## src/rtl/parking_gate_ctrl.sv

```systemverilog
// Entrance/exit gate controller: sensor synchronisers, password FSM with lockout,
// single-cycle entry/exit strobes for the downstream occupancy counter.
module parking_gate_ctrl #(
  parameter logic [1:0]  PASS1          = 2'b01,
  parameter logic [1:0]  PASS2          = 2'b10,
  parameter int unsigned WAIT_CYCLES    = 3,
  parameter int unsigned MAX_TRIES      = 3,
  parameter int unsigned LOCKOUT_CYCLES = 16
) (
  input  logic       clk,
  input  logic       rst,
  input  logic       sensor_entrance,
  input  logic       sensor_exit,
  input  logic [1:0] password_1,
  input  logic [1:0] password_2,
  input  logic       parking_full,
  output logic       entry_pulse,
  output logic       exit_pulse,
  output logic       green_led,
  output logic       red_led,
  output logic [2:0] state_out
);

  localparam int unsigned CNT_MAX = (WAIT_CYCLES > LOCKOUT_CYCLES) ? WAIT_CYCLES : LOCKOUT_CYCLES;
  localparam int unsigned CNT_W   = (CNT_MAX < 2) ? 1 : $clog2(CNT_MAX);
  localparam int unsigned TRY_W   = 3;

  typedef enum logic [2:0] {
    S_IDLE       = 3'd0,
    S_WAIT_PASS  = 3'd1,
    S_WRONG_PASS = 3'd2,
    S_RIGHT_PASS = 3'd3,
    S_FULL       = 3'd4,
    S_LOCKOUT    = 3'd5
  } state_t;

  state_t             r_state, w_next;
  logic [CNT_W-1:0]   r_cnt, w_cnt_nxt;
  logic [TRY_W-1:0]   r_tries, w_tries_nxt;
  logic               r_ent_s1, r_ent_s2, r_ent_d;
  logic               r_ext_s1, r_ext_s2, r_ext_d;
  logic               r_entry_pulse, r_exit_pulse, r_green, r_red;
  logic               w_ent_rise, w_ext_rise, w_pass_ok, w_wait_last, w_lock_last;

  // Two-flop synchronisers plus a delayed copy for rising-edge detection
  always_ff @(posedge clk or negedge rst) begin
    if (!rst) begin
      r_ent_s1 <= 1'b0;
      r_ent_s2 <= 1'b0;
      r_ent_d  <= 1'b0;
      r_ext_s1 <= 1'b0;
      r_ext_s2 <= 1'b0;
      r_ext_d  <= 1'b0;
    end else begin
      r_ent_s1 <= sensor_entrance;
      r_ent_s2 <= r_ent_s1;
      r_ent_d  <= r_ent_s2;
      r_ext_s1 <= sensor_exit;
      r_ext_s2 <= r_ext_s1;
      r_ext_d  <= r_ext_s2;
    end
  end

  assign w_ent_rise  = r_ent_s2 & ~r_ent_d;
  assign w_ext_rise  = r_ext_s2 & ~r_ext_d;
  assign w_pass_ok   = (password_1 == PASS1) && (password_2 == PASS2);
  assign w_wait_last = (r_cnt == CNT_W'(WAIT_CYCLES - 1));
  assign w_lock_last = (r_cnt == CNT_W'(LOCKOUT_CYCLES - 1));

  always_ff @(posedge clk or negedge rst) begin
    if (!rst) begin
      r_state <= S_IDLE;
      r_cnt   <= '0;
      r_tries <= '0;
    end else begin
      r_state <= w_next;
      r_cnt   <= w_cnt_nxt;
      r_tries <= w_tries_nxt;
    end
  end

  always_comb begin
    w_next      = r_state;
    w_cnt_nxt   = r_cnt;
    w_tries_nxt = r_tries;
    case (r_state)
      S_IDLE: begin
        if (w_ent_rise) begin
          w_cnt_nxt = '0;
          w_next    = parking_full ? S_FULL : S_WAIT_PASS;
        end
      end
      S_WAIT_PASS: begin
        if (!r_ent_s2) begin
          w_next      = S_IDLE;
          w_tries_nxt = '0;
        end else if (w_wait_last) begin
          // Occupancy re-check wins over the password result
          if (parking_full) begin
            w_next = S_FULL;
          end else if (w_pass_ok) begin
            w_next      = S_RIGHT_PASS;
            w_tries_nxt = '0;
          end else if ((r_tries + TRY_W'(1)) == TRY_W'(MAX_TRIES)) begin
            w_next    = S_LOCKOUT;
            w_cnt_nxt = '0;
          end else begin
            w_next      = S_WRONG_PASS;
            w_tries_nxt = r_tries + TRY_W'(1);
          end
        end else begin
          w_cnt_nxt = r_cnt + CNT_W'(1);
        end
      end
      S_WRONG_PASS: begin
        if (!r_ent_s2) begin
          w_next      = S_IDLE;
          w_tries_nxt = '0;
        end else begin
          w_next    = S_WAIT_PASS;
          w_cnt_nxt = '0;
        end
      end
      S_RIGHT_PASS, S_FULL: begin
        if (!r_ent_s2) begin
          w_next      = S_IDLE;
          w_tries_nxt = '0;
        end
      end
      S_LOCKOUT: begin
        if (w_lock_last) begin
          w_next      = S_IDLE;
          w_tries_nxt = '0;
          w_cnt_nxt   = '0;
        end else begin
          w_cnt_nxt = r_cnt + CNT_W'(1);
        end
      end
      default: begin
        w_next      = S_IDLE;
        w_tries_nxt = '0;
        w_cnt_nxt   = '0;
      end
    endcase
  end

  // LEDs are registered from the next state so they track the state register exactly
  always_ff @(posedge clk or negedge rst) begin
    if (!rst) begin
      r_entry_pulse <= 1'b0;
      r_exit_pulse  <= 1'b0;
      r_green       <= 1'b0;
      r_red         <= 1'b0;
    end else begin
      r_entry_pulse <= (w_next == S_RIGHT_PASS) && (r_state != S_RIGHT_PASS);
      r_exit_pulse  <= w_ext_rise;
      r_green       <= (w_next == S_RIGHT_PASS);
      r_red         <= (w_next == S_WRONG_PASS) || (w_next == S_FULL) || (w_next == S_LOCKOUT);
    end
  end

  assign entry_pulse = r_entry_pulse;
  assign exit_pulse  = r_exit_pulse;
  assign green_led   = r_green;
  assign red_led     = r_red;
  assign state_out   = r_state;

endmodule
```

## config.mk

```make
export PLATFORM = sky130hd
export DESIGN_NAME = parking_gate_ctrl
export DESIGN_NICKNAME = d
export VERILOG_FILES = /design/src/rtl/parking_gate_ctrl.sv
export SDC_FILE = /design/constraint.sdc
export NUM_CORES = 1
export LEC_CHECK = 0
export CAP_MARGIN = 20
export CORE_AREA = 2 2 41 50
export CTS_BUF_LIST = sky130_fd_sc_hd__clkbuf_8
export DETAILED_ROUTE_END_ITERATION = 10
export DIE_AREA = 0 0 43 52
export DONT_BUFFER_PORTS = 1
export MAX_ROUTING_LAYER = met4
export PLACE_DENSITY = 0.81
export SLEW_MARGIN = 20
export SYNTH_ARGS = -nofsm -noshare
export SYNTH_HDL_FRONTEND = slang
export SYNTH_SLANG_ARGS = --single-unit
```

## constraint.sdc

```tcl
create_clock -name clk -period 2.3 [get_ports clk]
set_input_delay 0.345 -clock clk [delete_from_list [all_inputs] [get_ports clk]]
set_output_delay 0.345 -clock clk [all_outputs]
set_load 0.005 [all_outputs]
```

==> qor.yml <==
status: "completed"
end_kind: "flop"
clkSinkCount: 20
viasPerCell: 6.34
period_share_pct: 92.9
synthMuxAreaShare_pct: 2.85
cts_buffer_depth: 2
p_sw_share_pct: 27.0
path_class: "flop to flop"
maxSlewHeadroom_pct: 42.8
io_buffers: 0
synth-simple-area-share_pct: 20.7
clkPwrFrac_pct: 35.2
dp.final_hpwl_um: 1390
synth_nets: 116
dr.pass1.iters: 4
fp.dieArea_um2: 2240
gp_congestion: 0.813
htreeDepth: 1
p_leak_nw: 0.508
cts-buffers-inserted: 3
power.density_nw_per_um2: 851
ys_seq_area_share_pct: 47.6
grt_use_total_pct: 21.1
antenna-diode-count: 0
drive_gt1_share_pct: 12.5
synth_cells: 103
coreArea_um2: 1790
drt-total-wl_um: 1910
irDropWorstVdd_uv: 595
io_pins: 16
fin_crit_ps: 2140
grt_max_degree: 21
synth.distinct_cells: 36
die_w_um: 43
worstSkewPairLatency_ps: 260
vias: 780
drt_iter0_drc: 16
seq_power_share_pct: 43.8
required_ps: 2440
p_int_w: 0.000712
start_util_pct: 58.9
rsz0062_at_grt: "false"
tns_ps: 0
drc_errors: 0
combPwrFrac_pct: 21.0
synth_fa_ha_area_share_pct: 4.76
grt-ovfl-total: 0
syn_to_final_growth_pct: 8.80
dpl_worst_slack_ps: 189
cp_max_fo: 6
root_buffer: "clkbuf_8"
hold_slack_ps: 112
tightest_slew_ps: 856
syn_area_um2: 1050
layout_setup_ws_ps: 163
fin_nets: 118
routedWlPerCell_um: 15.5
cap_violations: 0
fmax_mhz: 468
synth_top_family_by_area: "simple AND/OR/NAND/NOR gates"
placementRows: 17
synth-compound-area-share_pct: 19.3
grt_pass1_vias: 775
crit_arrival_ps: 2280
cts_tree: "done"
ys_ff_latch: 20
setup_violations: 0
fp.dieH_um: 52
hold_viol: 0
cp-start-kind: "flop"
antenna_found_initial: 0
syn_area_per_cell_um2: 10.2
clkTransAtPathRegs_ps: 70
slew_violations: 0
antenna_left: 0
synth_xor_area_share_pct: 0.832
grt_pass1_wl_um: 3410
hp-class: "input port to flop"
ys_warn_count: 0
clock-skew-final_ps: 1.05
power_switching_w: 0.000263
-- layer usage --
layer  vias to the layer above  global-route usage, %  wire, um
li1                        371                      -         -
met1                       390                   24.3       790
met2                        14                   35.9      1020
met3                         5                   3.13        68
met4                         0                   10.1        35
met5                         -                      -         0
-- path summary, 6_finish.rpt --
| kind | startpoint | end | slack, ps | cells after the start |
|---|---|---|---|---|
| worst min register to register | r_ent_s1$_DFF_PN0_ | r_ent_s2$_DFF_PN0_ | 350 | 0 |
| worst min-delay path | sensor_exit | r_ext_s1$_DFF_PN0_ | 110 | 0 |
| min in group asynchronous | rst | green_led$_DFF_PN0_ | 640 | 1 |
| worst max-delay path | r_cnt[0]$_DFFE_PN0P_ | r_tries[1]$_DFFE_PN0P_ | 160 | 7 |
| worst max register to register | r_cnt[0]$_DFFE_PN0P_ | r_tries[1]$_DFFE_PN0P_ | 160 | 7 |
| max in group asynchronous | rst | red_led$_DFF_PN0_ | 1130 | 1 |
-- cells in the final DEF (no fill, tap or decap), types with 2 or more instances in the layout --
cell type  synthesis  final
nor2b_1            5      5
nor3b_1            2      2
inv_1              6      6
o32ai_1            2      2
nand3b_1           2      2
nand3_1            6      6
clkbuf_8           0      3
a21o_1             3      3
o21ai_0            7      7
nor2_1             7      7
o21bai_1           2      2
mux2_4             2      2
nand2_1            9      9
dfrtp_1           20     20
a211oi_1           2      2
ha_1               4      4
-- stage by stage --
step	total power (W)	instances	utilization, %	cell area (um^2)
2_1_floorplan	0.000585	103	-	1050
3_3_place_gp	0.000621	118	59.5	1060
3_5_place_dp	0.000628	118	59.5	1060
4_1_cts	0.000979	123	64.1	1140
5_1_grt	0.00103	123	64.1	1140
6_report	0.000975	123	64.1	1140
-- worst max-delay path, stage by stage, from the launching register on --
cell and delay, ps:
dfrtp_1 420, inv_1 70, ha_1 130, or3b_1 440, a311oi_2 280, o21ai_1 110, a21o_2 260, mux2_4 300
-- Yosys cell counts --
cell,count,area [um^2]
nand2_1,9,33.8
clkbuf_1,4,15.0
nand4_1,1,6.26
a31oi_4,1,21.3
a21o_2,1,8.76
nor2b_1,5,31.3
xnor2_1,1,8.76
a31o_2,1,8.76
o21ai_0,7,35.0
nor2_1,7,26.3
or3b_2,1,8.76
a21boi_0,1,7.51
a211oi_1,2,15.0
nor4_1,1,6.26
o21bai_1,2,15.0
a22oi_1,1,7.51
or3b_1,1,8.76
a21o_1,3,22.5
nor3b_1,2,15.0
or4bb_1,1,11.3
ha_1,4,50.1
o32ai_1,2,17.5
o21a_1,1,7.51
nand3_1,6,30.0
or3_1,1,6.26
and4bb_2,1,12.5
o21ai_1,1,5.00
buf_2,1,5.00
a311oi_2,1,15.0
nand3b_1,2,15.0
o2111ai_1,1,8.76
o31ai_1,1,7.51
mux2_4,2,30.0
dfrtp_1,20,500
inv_1,6,22.5
and2_1,1,6.26
-- logic make-up (layout without fill, tap and decap cells) --
| group | after synthesis | in the layout |
|---|---|---|
| AND/OR/NAND/NOR | 39 | 39 |
| AO/OA/AOI/OAI | 26 | 26 |
| flip-flops | 20 | 20 |
| buffers and inverters | 11 | 12 |
| adder cells (fa/ha/maj) | 4 | 4 |
| multiplexers | 2 | 2 |
| XOR/XNOR | 1 | 1 |
-- state kept, by name, summed over array words and instances (netlist names) --
register	count
state_out	3
exit_pulse	1
r_ent_s1	1
r_tries	3
r_ext_d	1
r_ext_s1	1
r_ext_s2	1
entry_pulse	1
green_led	1
r_ent_s2	1
red_led	1
r_ent_d	1
r_cnt	4
-- final cells by class --
type | count | area, um^2
fill | 148 | 642
multi-input combinational | 72 | 509
sequential | 20 | 500
clock buffer | 3 | 41.3
clock inverter | 1 | 30.0
tap | 19 | 23.8
inverter | 6 | 22.5
timing repair buffer | 2 | 17.5
-- power by group through the flow --
stage / combinational [W] / sequential [W] / clock [W]
3_5_place_dp: 0.000196 / 0.000432 / 0
2_1_floorplan: 0.000172 / 0.000414 / 0
6_report: 0.000205 / 0.000427 / 0.000343
4_1_cts: 0.000205 / 0.000425 / 0.000348
3_3_place_gp: 0.000192 / 0.000429 / 0
5_1_grt: 0.000236 / 0.000431 / 0.000362
-- repair_timing --
item	4_1_cts	5_1_grt
resized for setup	0	0
hold buffers	1	0
buffers inserted	0	0
hold endpoints to repair	20	0
Note: power is estimated with default switching activity, not from simulation.
